File: src/rtl/dm_port_arbiter_if.sv
// Requester-side bundle for the two data-memory port clients (0 = core LSU, 1 = host/DMA).
interface dm_port_arbiter_if;
   logic        req0;
   logic        req1;
   logic        we0;
   logic        we1;
   logic [15:0] addr0;
   logic [15:0] addr1;
   logic [31:0] wdata0;
   logic [31:0] wdata1;
   logic        gnt0;
   logic        gnt1;
   logic        rvalid0;
   logic        rvalid1;
   logic [31:0] rdata0;
   logic [31:0] rdata1;
   logic        err0;
   logic        err1;

   // Requester view: drives requests, receives grants and returns.
   modport master (
      output req0, req1, we0, we1, addr0, addr1, wdata0, wdata1,
      input  gnt0, gnt1, rvalid0, rvalid1, rdata0, rdata1, err0, err1
   );

   // Arbiter view.
   modport slave (
      input  req0, req1, we0, we1, addr0, addr1, wdata0, wdata1,
      output gnt0, gnt1, rvalid0, rvalid1, rdata0, rdata1, err0, err1
   );
endinterface

File: src/rtl/dm_port_arbiter.sv
// Round-robin arbiter sharing the banked data-memory port between core and host/DMA,
// with a fixed-latency return pipe that routes read data / error strobes to the owner.
module dm_port_arbiter #(
   parameter int unsigned RD_LAT  = 1,
   parameter logic [3:0]  MAX_SEL = 4'h2
) (
   input  logic                    clk,
   input  logic                    reset_n,
   dm_port_arbiter_if.slave        bus,
   output logic                    mem_wren,
   output logic [15:0]             mem_address,
   output logic [31:0]             mem_data,
   input  logic [31:0]             mem_q
);

   localparam int unsigned DEPTH = RD_LAT + 1;
   localparam int unsigned AW    = 16;
   localparam int unsigned DW    = 32;

   typedef struct packed {
      logic valid;
      logic id;
      logic is_read;
      logic is_err;
   } ret_t;

   logic            last_gnt;
   ret_t            pipe [DEPTH];
   logic            gnt0_c;
   logic            gnt1_c;
   logic            gnt_any_c;
   logic            sel_id_c;
   logic            sel_we_c;
   logic            sel_legal_c;
   logic [AW-1:0]   sel_addr_c;
   logic [DW-1:0]   sel_wdata_c;
   ret_t            push_c;
   ret_t            slot_c;

   // Round-robin grant; the requester that did not win last time takes a tie.
   always_comb begin
      gnt0_c = 1'b0;
      gnt1_c = 1'b0;
      if (reset_n) begin
         gnt0_c = bus.req0 & (~bus.req1 | last_gnt);
         gnt1_c = bus.req1 & (~bus.req0 | ~last_gnt);
      end
   end

   assign bus.gnt0 = gnt0_c;
   assign bus.gnt1 = gnt1_c;

   // Mux the granted request and classify it for the return pipe.
   always_comb begin
      gnt_any_c   = gnt0_c | gnt1_c;
      sel_id_c    = gnt1_c;
      sel_we_c    = gnt1_c ? bus.we1    : bus.we0;
      sel_addr_c  = gnt1_c ? bus.addr1  : bus.addr0;
      sel_wdata_c = gnt1_c ? bus.wdata1 : bus.wdata0;
      sel_legal_c = (sel_addr_c[15:12] <= MAX_SEL);
      push_c         = '0;
      push_c.valid   = gnt_any_c;
      push_c.id      = sel_id_c;
      push_c.is_read = ~sel_we_c;
      push_c.is_err  = ~sel_legal_c;
   end

   // Arbitration history, registered memory command and return pipe shift.
   always_ff @(posedge clk) begin
      if (!reset_n) begin
         last_gnt    <= 1'b1;
         mem_wren    <= 1'b0;
         mem_address <= '0;
         mem_data    <= '0;
         for (int unsigned i = 0; i < DEPTH; i++) pipe[i] <= '0;
      end else begin
         if (gnt_any_c) begin
            last_gnt    <= sel_id_c;
            mem_address <= sel_addr_c;
            mem_data    <= sel_wdata_c;
         end
         mem_wren <= gnt_any_c & sel_we_c & sel_legal_c;
         pipe[0]  <= push_c;
         for (int unsigned i = 1; i < DEPTH; i++) pipe[i] <= pipe[i-1];
      end
   end

   // Decode the emerging slot into per-requester strobes; read data passes straight through.
   always_comb begin
      slot_c      = pipe[DEPTH-1];
      bus.rvalid0 = slot_c.valid & ~slot_c.id & slot_c.is_read;
      bus.rvalid1 = slot_c.valid &  slot_c.id & slot_c.is_read;
      bus.err0    = slot_c.valid & ~slot_c.id & slot_c.is_err;
      bus.err1    = slot_c.valid &  slot_c.id & slot_c.is_err;
      bus.rdata0  = (slot_c.valid & ~slot_c.id & slot_c.is_read & ~slot_c.is_err) ? mem_q : '0;
      bus.rdata1  = (slot_c.valid &  slot_c.id & slot_c.is_read & ~slot_c.is_err) ? mem_q : '0;
   end

endmodule

File: src/flat_wrapper.sv
// flat-port wrapper written by rule: the top's interface ports become plain ports
module dm_port_arbiter_flat 
#(
   parameter int unsigned RD_LAT  = 1,
   parameter logic [3:0]  MAX_SEL = 4'h2
)
  (clk, reset_n, mem_wren, mem_address, mem_data, mem_q, bus_req0, bus_req1, bus_we0, bus_we1, bus_addr0, bus_addr1, bus_wdata0, bus_wdata1, bus_gnt0, bus_gnt1, bus_rvalid0, bus_rvalid1, bus_rdata0, bus_rdata1, bus_err0, bus_err1);
  dm_port_arbiter_if bus_i ();
  input  logic clk;
  input  logic reset_n;
  output logic mem_wren;
  output logic [15:0] mem_address;
  output logic [31:0] mem_data;
  input  logic [31:0] mem_q;
  input wire logic [$bits(bus_i.req0)-1:0] bus_req0;
  input wire logic [$bits(bus_i.req1)-1:0] bus_req1;
  input wire logic [$bits(bus_i.we0)-1:0] bus_we0;
  input wire logic [$bits(bus_i.we1)-1:0] bus_we1;
  input wire logic [$bits(bus_i.addr0)-1:0] bus_addr0;
  input wire logic [$bits(bus_i.addr1)-1:0] bus_addr1;
  input wire logic [$bits(bus_i.wdata0)-1:0] bus_wdata0;
  input wire logic [$bits(bus_i.wdata1)-1:0] bus_wdata1;
  output wire logic [$bits(bus_i.gnt0)-1:0] bus_gnt0;
  output wire logic [$bits(bus_i.gnt1)-1:0] bus_gnt1;
  output wire logic [$bits(bus_i.rvalid0)-1:0] bus_rvalid0;
  output wire logic [$bits(bus_i.rvalid1)-1:0] bus_rvalid1;
  output wire logic [$bits(bus_i.rdata0)-1:0] bus_rdata0;
  output wire logic [$bits(bus_i.rdata1)-1:0] bus_rdata1;
  output wire logic [$bits(bus_i.err0)-1:0] bus_err0;
  output wire logic [$bits(bus_i.err1)-1:0] bus_err1;
  assign bus_i.req0 = bus_req0;
  assign bus_i.req1 = bus_req1;
  assign bus_i.we0 = bus_we0;
  assign bus_i.we1 = bus_we1;
  assign bus_i.addr0 = bus_addr0;
  assign bus_i.addr1 = bus_addr1;
  assign bus_i.wdata0 = bus_wdata0;
  assign bus_i.wdata1 = bus_wdata1;
  assign bus_gnt0 = bus_i.gnt0;
  assign bus_gnt1 = bus_i.gnt1;
  assign bus_rvalid0 = bus_i.rvalid0;
  assign bus_rvalid1 = bus_i.rvalid1;
  assign bus_rdata0 = bus_i.rdata0;
  assign bus_rdata1 = bus_i.rdata1;
  assign bus_err0 = bus_i.err0;
  assign bus_err1 = bus_i.err1;
  dm_port_arbiter #(.RD_LAT(RD_LAT), .MAX_SEL(MAX_SEL)) u_core (.clk(clk), .reset_n(reset_n), .bus(bus_i), .mem_wren(mem_wren), .mem_address(mem_address), .mem_data(mem_data), .mem_q(mem_q));
endmodule
File: config.mk
export PLATFORM = sky130hd
export DESIGN_NAME = dm_port_arbiter_flat
export DESIGN_NICKNAME = d
export VERILOG_FILES = /design/src/rtl/dm_port_arbiter_if.sv /design/src/rtl/dm_port_arbiter.sv /design/src/flat_wrapper.sv
export SDC_FILE = /design/constraint.sdc
export NUM_CORES = 1
export LEC_CHECK = 0
export ABC_AREA = 1
export BUFFER_PORTS_ARGS = -buffer_cell sky130_fd_sc_hd__buf_4
export CAP_MARGIN = 25
export CORE_AREA = 2 2 97 99
export CTS_CLUSTER_DIAMETER = 120
export DETAILED_ROUTE_END_ITERATION = 10
export DIE_AREA = 0 0 99 101
export PLACE_DENSITY = 0.72
export RECOVER_POWER = 25
export SYNTH_ARGS = -nofsm -noshare
export SYNTH_HDL_FRONTEND = slang
export SYNTH_SLANG_ARGS = --single-unit
File: constraint.sdc
create_clock -name clk -period 1.4 [get_ports clk]
set_input_delay 0 -clock clk [delete_from_list [all_inputs] [get_ports clk]]
set_output_delay 0 -clock clk [all_outputs]
set_load 0.02 [all_outputs]
==> out/qor.yml <==
r2r_start: "u_core.last_gnt$_SDFFE_PN1N_"
powerDensity_nw_per_um2: 806
worst_hold_slack_ps: 2.27
violations: "setup timing"
fin_skew_ps: 8.52
crit_path_start_kind: "flop"
syn-mean-instance-area_um2: 5.84
crit_fanout: 8
antenna_found_initial: 0
critical-path-max-stage-delay_ps: 320
multi_input_area_um2: 1710
die_h_um: 101
async_reset_ff_frac: 0
critPathLaunch: "u_core.pipe[0][5]$_SDFF_PN0_"
path_buf_inv: 3
finalCritPeriodShare: 1.08
grt_first_pass_wirelength_um: 20100
cp_top_family: "simple AND/OR/NAND/NOR gates"
path_cells: "inv_2 -> nor3_4 -> nand2_4 -> buf_6 -> nor2_1 -> buf_4"
syn2layout_area_growth_pct: 114
drc: 0
portBuffers: 252
wire_per_inst_um: 14.7
setup_violations: 64
slew_headroom: 0.799
ys_seq_elements: 58
fin_area_um2: 6420
finalCriticalPeriod_ps: 1510
place_hpwl_um: 8220
cts_inserted_buffers: 9
clk_latency_ps: 330
dieArea_um2: 10000
coreArea_um2: 8980
grt_usage: 0.249
drive_above_1_share: 0.363
synth_cells: 515
pin_count: 253
clock_path_buffers: 2
final-seq-area_um2: 1170
dp.cells: 857
drv_cap: 0
die_w_um: 99
cts-root-buf: "clkbuf_8"
final_cells: 962
overflow: 0
syn_area_um2: 3010
wirelength_um: 14100
clkTransAtPathRegs_ps: 60
grt_pass1_vias: 4435
ir_worst_vdd_mv: 0.460
yosysUniqueCellTypes: 16
mostFrequentLayoutCells: "buf_4 (210), nand2_1 (153), nor2_1 (132), dlygate4sd3_1 (82), dfxtp_1 (54)"
initial_core_util: 0.335
clock-sinks: 58
leakagePower_uw: 0.00344
timing.setup.tns_ps: -3230
syn-num-nets: 649
worst_slack_ps: -105
grt_max_degree: 51
cts_max_level: 3
max_freq_mhz: 664
crit_cells: 6
yosysSeqAreaShare: 0.386
hold_depth: 5
required_ps: 1400
rows: 35
crit_path_end_kind: "primary output"
antenna_cells: 0
ant_nets: 0
cts_tree: "built"
dpl_cell_area_um2: 5030
rsz0062_at_grt: "true"
hp-start: "bus_addr0[7]"
max_slew.worst_pin.slew_ps: 302
vias: 4575
yosysWarnings: 0
arrival_ps: 1510
cpMaxStageDelayCell: "dfxtp_2"
via_per_inst: 4.76
synth-edff-count: 0
hold_viol_final: 0
nNetsFinal: 980
worst-setup-path-type: "flop to primary output"
dr.pass1.iters: 4
synth_ff_type: "dfxtp_1"
r2r_cells: 4
outcome: "finished with violations"
final_common_cell: "buf_4"
drtIter0Drc: 214
nFillCells: 654
hp-class: "primary input to flop"
finalMaxSlewViolations: 0
gp_congestion: 0.860
[metal layers]
layer,track usage,vias up,wire [µm]
li1,-,2196,-
met1,0.266,2050,4930
met2,0.441,284,7310
met3,0.0832,45,1430
met4,0.120,0,440
met5,0,-,0
[state kept, by name, indices dropped and copies added (netlist names)]
signal and cells:
u_core.last_gnt 1, u_core.mem_address 16, u_core.mem_data 32, u_core.mem_wren 1, u_core.pipe 8
[stage by stage]
stage	util	total power [µW]	setup WS, ps
final	0.716	5180	-105
after floorplan	-	2510	-37.3
after CTS	0.682	5150	-78.5
after detailed placement	0.561	3150	109
after global routing	0.716	5420	-182
after global placement	0.561	3130	186
[timing repair]
action / CTS / global route
endpoints found under the setup margin: 64 / 67
hold buffers: 82 / 0
resized for setup: 7 / 77
buffers inserted: 2 / 0
cloned: 0 / 5
pin swaps: 2 / 1
hold endpoints to repair: 43 / 0
[worst paths after layout]
kind	endpoint	slack [ps]
max	bus_rdata1[21]	-110
min	u_core.mem_address[7]$_SDFFE_PN0N_	2
max reg2reg	u_core.last_gnt$_SDFFE_PN1N_	100
min reg2reg	u_core.pipe[0][7]$_SDFF_PN0_	410
[report_power, final]
part           internal (µW)  switching (µW)  total, µW
combinational            717             768       1490
sequential              1800            78.5       1880
clock                   1140             671       1820
total                   3660            1520       5180
[synthesized netlist by cell type (2+ instances only)]
cell type	number	area, µm²
buf_6	3	33.8
o21ai_0	48	240
nor2_1	163	612
buf_2	14	70.1
inv_1	44	165
clkbuf_1	13	48.8
nand2_1	154	578
nand2_2	2	12.5
nor3_1	4	20.0
dfxtp_1	58	1160
nand3_1	5	25.0
inv_2	3	11.3
[layout make-up]
cell class / count / area share
Sequential cell: 58 / 0.181
Multi-Input combinational cell: 379 / 0.266
Clock inverter: 4 / 0.0113
Tap cell: 111 / 0.0216
Timing Repair Buffer: 351 / 0.466
Inverter: 47 / 0.0278
Clock buffer: 12 / 0.0257
[cells by family after synthesis]
kind of cell           count (synthesis)  share of synthesized area
DFF                                   58                      0.386
AOI/OAI and AO/OA                     50                     0.0840
buffers and inverters                 78                      0.112
and+or+nand+nor                      329                      0.418
[worst min-delay path: stages]
cell     delay (ps)
buf_4            80
nand2_1          40
nand2_1          50
nor2_1           30
nor2_1           90
(Power assumes the default switching activity.)
